### config.mk
export PLATFORM = sky130hd
export DESIGN_NAME = cpu_regfile_io
export DESIGN_NICKNAME = d
export VERILOG_FILES = /design/src/rtl/cpu_regfile_io.sv
export SDC_FILE = /design/constraint.sdc
export NUM_CORES = 1
export LEC_CHECK = 0
export BUFFER_PORTS_ARGS = -buffer_cell sky130_fd_sc_hd__buf_2
export CORE_UTILIZATION = 65
export DETAILED_ROUTE_END_ITERATION = 10
export HOLD_SLACK_MARGIN = 0.1
export PLACE_DENSITY = 0.85
export SLEW_MARGIN = 20
export SYNTH_ARGS = -nofsm -noshare
export SYNTH_HDL_FRONTEND = slang
export SYNTH_SLANG_ARGS = --single-unit
export TNS_END_PERCENT = 30
### constraint.sdc
create_clock -name CPU_clock -period 7.1 [get_ports CPU_clock]
set_input_delay 1.775 -clock CPU_clock [delete_from_list [all_inputs] [get_ports CPU_clock]]
set_output_delay 1.775 -clock CPU_clock [all_outputs]
set_load 0.02 [all_outputs]
### src/rtl/cpu_regfile_io.sv
// cpu_regfile_io: register file with registered read ports, buffered OUT FIFO and sticky interrupt latch.
// Optional macro REGFILE_BYPASS_EN enables read-after-write forwarding on both read ports.
module cpu_regfile_io #(
  parameter int DATA_W    = 16,
  parameter int ADDR_W    = 4,
  parameter int OUT_DEPTH = 4,
  parameter int TMR_N     = 2
) (
  input  logic                         CPU_clock,
  input  logic                         CPU_reset,
  input  logic [ADDR_W-1:0]            RD0_SEL,
  input  logic [ADDR_W-1:0]            RD1_SEL,
  output logic [DATA_W-1:0]            RD0_DATA,
  output logic [DATA_W-1:0]            RD1_DATA,
  input  logic                         WR_ALU,
  input  logic                         WR_LOAD,
  input  logic [ADDR_W-1:0]            WR_SEL,
  input  logic [DATA_W-1:0]            ALU_DIN,
  input  logic [DATA_W-1:0]            LOAD_DIN,
  input  logic [DATA_W-1:0]            OUT_DEV_IN,
  output logic                         OUT_VALID,
  input  logic                         OUT_READY,
  output logic [DATA_W-1:0]            OUT_DEVICE,
  output logic [DATA_W-1:0]            OUT_DATA,
  output logic [$clog2(OUT_DEPTH):0]   OUT_COUNT,
  output logic                         OUT_OVERFLOW,
  input  logic                         ITR,
  input  logic [TMR_N-1:0]             TMR_FLAGS,
  input  logic                         ITR_ACK,
  output logic                         ITR_PENDING,
  output logic [TMR_N:0]               ITR_SRC
);
  localparam int REG_N = 2**ADDR_W;
  localparam int PW    = $clog2(OUT_DEPTH);
  localparam int CW    = PW + 1;

  logic [DATA_W-1:0] r_regs [REG_N];
  logic [DATA_W-1:0] r_dev  [OUT_DEPTH];
  logic [DATA_W-1:0] r_dat  [OUT_DEPTH];
  logic [DATA_W-1:0] r_rd0, r_rd1;
  logic [PW-1:0]     r_rp, r_wp;
  logic [CW-1:0]     r_cnt;
  logic              r_ovf;
  logic [TMR_N:0]    r_src;

  logic              w_wr, w_out_cmd, w_full, w_pop, w_push, w_drop;
  logic [DATA_W-1:0] w_wdata, w_rd0, w_rd1;

  always_comb begin
    w_wr      = WR_ALU ^ WR_LOAD;
    w_out_cmd = WR_ALU & WR_LOAD;
    w_wdata   = WR_ALU ? ALU_DIN : LOAD_DIN;
    w_full    = r_cnt == CW'(OUT_DEPTH);
    w_pop     = OUT_VALID & OUT_READY;
    w_push    = w_out_cmd & (~w_full | w_pop);
    w_drop    = w_out_cmd & w_full & ~w_pop;
  end

`ifdef REGFILE_BYPASS_EN
  always_comb begin
    w_rd0 = (w_wr && WR_SEL == RD0_SEL) ? w_wdata : r_regs[RD0_SEL];
    w_rd1 = (w_wr && WR_SEL == RD1_SEL) ? w_wdata : r_regs[RD1_SEL];
  end
`else
  always_comb begin
    w_rd0 = r_regs[RD0_SEL];
    w_rd1 = r_regs[RD1_SEL];
  end
`endif

  always_ff @(posedge CPU_clock) begin
    if (CPU_reset) begin
      for (int i = 0; i < REG_N; i++) r_regs[i] <= '0;
      r_rd0 <= '0;
      r_rd1 <= '0;
      r_rp  <= '0;
      r_wp  <= '0;
      r_cnt <= '0;
      r_ovf <= 1'b0;
      r_src <= '0;
    end else begin
      if (w_wr) r_regs[WR_SEL] <= w_wdata;
      r_rd0 <= w_rd0;
      r_rd1 <= w_rd1;
      if (w_push) r_wp <= r_wp + PW'(1);
      if (w_pop) r_rp <= r_rp + PW'(1);
      r_cnt <= r_cnt + CW'(w_push) - CW'(w_pop);
      if (w_drop) r_ovf <= 1'b1;
      r_src <= (ITR_ACK ? '0 : r_src) | {TMR_FLAGS, ITR};
    end
  end

  // FIFO storage needs no reset: outputs are masked while empty
  always_ff @(posedge CPU_clock) begin
    if (!CPU_reset && w_push) begin
      r_dev[r_wp] <= OUT_DEV_IN;
      r_dat[r_wp] <= ALU_DIN;
    end
  end

  always_comb begin
    RD0_DATA     = r_rd0;
    RD1_DATA     = r_rd1;
    OUT_VALID    = r_cnt != '0;
    OUT_DEVICE   = OUT_VALID ? r_dev[r_rp] : '0;
    OUT_DATA     = OUT_VALID ? r_dat[r_rp] : '0;
    OUT_COUNT    = r_cnt;
    OUT_OVERFLOW = r_ovf;
    ITR_SRC      = r_src;
    ITR_PENDING  = |r_src;
  end
endmodule

==> flow_summary_export.csv <==
group,metric,value,unit
outcome,status,"complete, no violations",
setup_path,cp-startpoint,"WR_ALU",
yosys,synth_area_leaders,"edfxtp_1 (58%), mux4_2 (8.8%), mux2i_1 (8.1%), nor2_1 (5.2%), dfxtp_1 (4.6%)",
setup_path,cpMaxStageDelayCell,"nand2b_1",
floorplanning,die_area,31100,um^2
drt,vias,12900,
timing,hold_viol_final,0,
clocking,insertion_delay,560,ps
drt,drtIter0Drc,2233,
yosys,synth_area,19800,um^2
timing,finalMaxSlewViolations,0,
yosys,synthCells,1363,
layout,final_cells,1897,
setup_path,critPathKind,"in2reg",
place,gp_congestion,0.942,
timing,fin_crit_sh,59.1,%
yosys,yosys_warnings,0,
timing,finalWorstSetupSlack,2900,ps
floorplanning,die_w,176,um
power,p_per_area,298,nW/um^2
yosys,synth_cell_types,43,
setup_path,start_kind,"input port",
timing,hold_ws,506,ps
timing,clock_skew,27.1,ps
setup_path,worstPathArrival,4360,ps
yosys,syn_area_per_cell,14.5,um^2
place,portBuffers,141,
clocking,ctsResizeCount,0,
clocking,cts_tree,"done",
layout,register_area,12400,um^2
min_path,min-delay-start,"OUT_OVERFLOW",
clocking,cts_hold_buffers,0,
timing,setup_violations,0,
layout,final_common_cell,"edfxtp_1",
layout,synthToLayoutAreaGrowth,11.3,%
clocking,htreeDepth,2,
drt,wl_per_cell,28.7,um
timing,fin_crit,4200,ps
drt,antenna_left,0,
timing,fmaxAchievable,238,MHz
setup_path,critPathMaxFanout,17,
timing,tightestPinTransition,1170,ps
power,leakagePower,8.14,nW
yosys,yosys_register_bits,429,
clocking,clock-sinks,429,
global_route,grt_pass1_vias,12300,
setup_path,cp_cell_sequence,"buf_2 -> ha_1 -> nor4b_4 -> nand2_1 -> nand2b_1",
setup_path,cp-end-kind,"flop",
timing,maxSlewHeadroom,22.0,%
timing,fin_setup_tns,0,ps
floorplanning,die_h,176,um
setup_path,rrSetupSlack,4230,ps
clocking,clockBufferDepth,3,
global_route,grt_overflow,0,
place,dp.cells,1819,
global_route,grt_usage,35.3,%
floorplanning,ios,142,
global_route,antenna_found_initial,0,
global_route,grt_pass1_wl,78.4,mm
floorplanning,start_util,66.3,%
drt,wirelength,54.4,mm
yosys,ys.flop_type,"edfxtp_1",
floorplanning,rows,63,
place,pre_cts_ws,2420,ps
setup_path,critPathMaxStageDelay,770,ps
clocking,cts_setup_buffers,0,
setup_path,required,7270,ps
yosys,synth_top_area_share,58.3,%
yosys,async_flop_share,0,%
layout,final_cell_mix,"edfxtp_1 (384), nor2_1 (270), mux2i_1 (160), buf_2 (139), mux4_2 (77)",
yosys,syn_nets,1440,
drt,avgViaCountPerCell,6.82,
layout,nets,1551,
drt,top_layer_used,"met4",
yosys,synth_edf_count,384,
yosys,ys_seq_area_share,62.9,%
floorplanning,coreArea,29800,um^2
timing,rsz0062_at_grt,"no",
place,place_hpwl,35.4,mm
job,cap_viol_max_count,0,
layout,antenna_cells,0,
drt,wl_met3,9.14,mm
drt,wl_met2,23.9,mm
drt,drt-met1-wl,19.3,mm
drt,firstDrtPassIters,6,
min_path,min_path_type,"reg2reg",
layout,drive_above_1_share,23.0,%
layout,multi_input_area,6670,um^2
power,vdd_drop_max,0.338,mV
global_route,grt_max_degree,69,
clocking,clk_pin_slew,60,ps
drt,drc_errors,0,
clocking,root_buffer,"clkbuf_16",
setup_path,r2r-start,"OUT_COUNT[1]",
layout,num-fill-cells,1772,
yosys,yosys.area.top_type,"edfxtp_1",
clocking,cts_buffers,43,
cell families (layout without fill, tap and decap cells):
family                     Yosys count  count (layout)  share of synthesized area, %
muxes                              266             266                          19.2
xor gates and xnor gates             5               5                         0.222
AOI/OAI and AO/OA                   98              98                          3.59
adders and majority gates            8               8                         0.544
and+or+nand+nor                    444             444                          10.2
buffers and inverters              113             257                          3.44
DFF                                429             429                          62.9
final timing paths:
check	end	depth (start not counted)
max reg2reg	OUT_COUNT[2]	9
max	r_regs[8][6]	5
min reg2reg	OUT_OVERFLOW	2
min	OUT_OVERFLOW	2
where the power goes:
part | total, W | switching, W | internal (W) | leakage (nW)
Combinational | 0.00121 | 0.000745 | 0.000468 | 3.46
Clock | 0.00234 | 0.000970 | 0.00137 | 0.708
Sequential | 0.00300 | 0.000103 | 0.00289 | 3.97
Total | 0.00655 | 0.00182 | 0.00473 | 8.14
cells in the mapped netlist (all sizes together), types with 2 or more instances:
| cell | number |
|---|---|
| nand2b | 31 |
| or2 | 3 |
| or3 | 2 |
| nor2b | 17 |
| and2 | 39 |
| a211oi | 3 |
| a22oi | 64 |
| mux4 | 85 |
| ha | 7 |
| nor4b | 2 |
| buf | 63 |
| nand2 | 36 |
| o32ai | 8 |
| clkbuf | 44 |
| a21oi | 6 |
| nand3 | 35 |
| nor2 | 272 |
| inv | 6 |
| xnor2 | 4 |
| mux2i | 160 |
| mux2 | 21 |
| dfxtp | 45 |
| o22ai | 17 |
| and4bb | 2 |
| edfxtp | 384 |
registers in the layout, summed over array words and instances (netlist names), named ones only:
name / count
r_rp: 2
OUT_COUNT: 3
OUT_OVERFLOW: 1
RD0_DATA: 16
r_wp: 2
r_dev: 64
ITR_SRC: 3
r_dat: 64
RD1_DATA: 16
r_regs: 256
per-layer routing:
metal	vias to the layer above	global-route usage [%]
met5	-	0
met4	0	12.4
met3	137	13.6
met2	1104	50.7
met1	6346	49.6
li1	5359	-
layout make-up:
cell class	instances	area share, %
well taps	390	2.22
clock inverters	24	1.40
clock buffers	54	5.17
multi-input cells	821	30.3
flip-flops and latches	429	56.5
inverters	6	0.102
repair buffers	173	4.34
worst max-delay path: cells and delay by family:
kind          cells  cell delay [ps]
simple gates      3             1630
buf+inv           1              500
fa+ha+maj         1              430
per-stage QoR:
| step | cell area (um^2) | total power [W] | util, % |
|---|---|---|---|
| floorplan | 19800 | 0.00382 | - |
| global placement | 20600 | 0.00420 | 69.0 |
| detailed placement | 20600 | 0.00422 | 69.0 |
| CTS | 22000 | 0.00654 | 73.9 |
| global route | 22000 | 0.00671 | 73.9 |
| finish | 22000 | 0.00655 | 73.9 |
No activity file was read; power rests on OpenSTA's default activity.
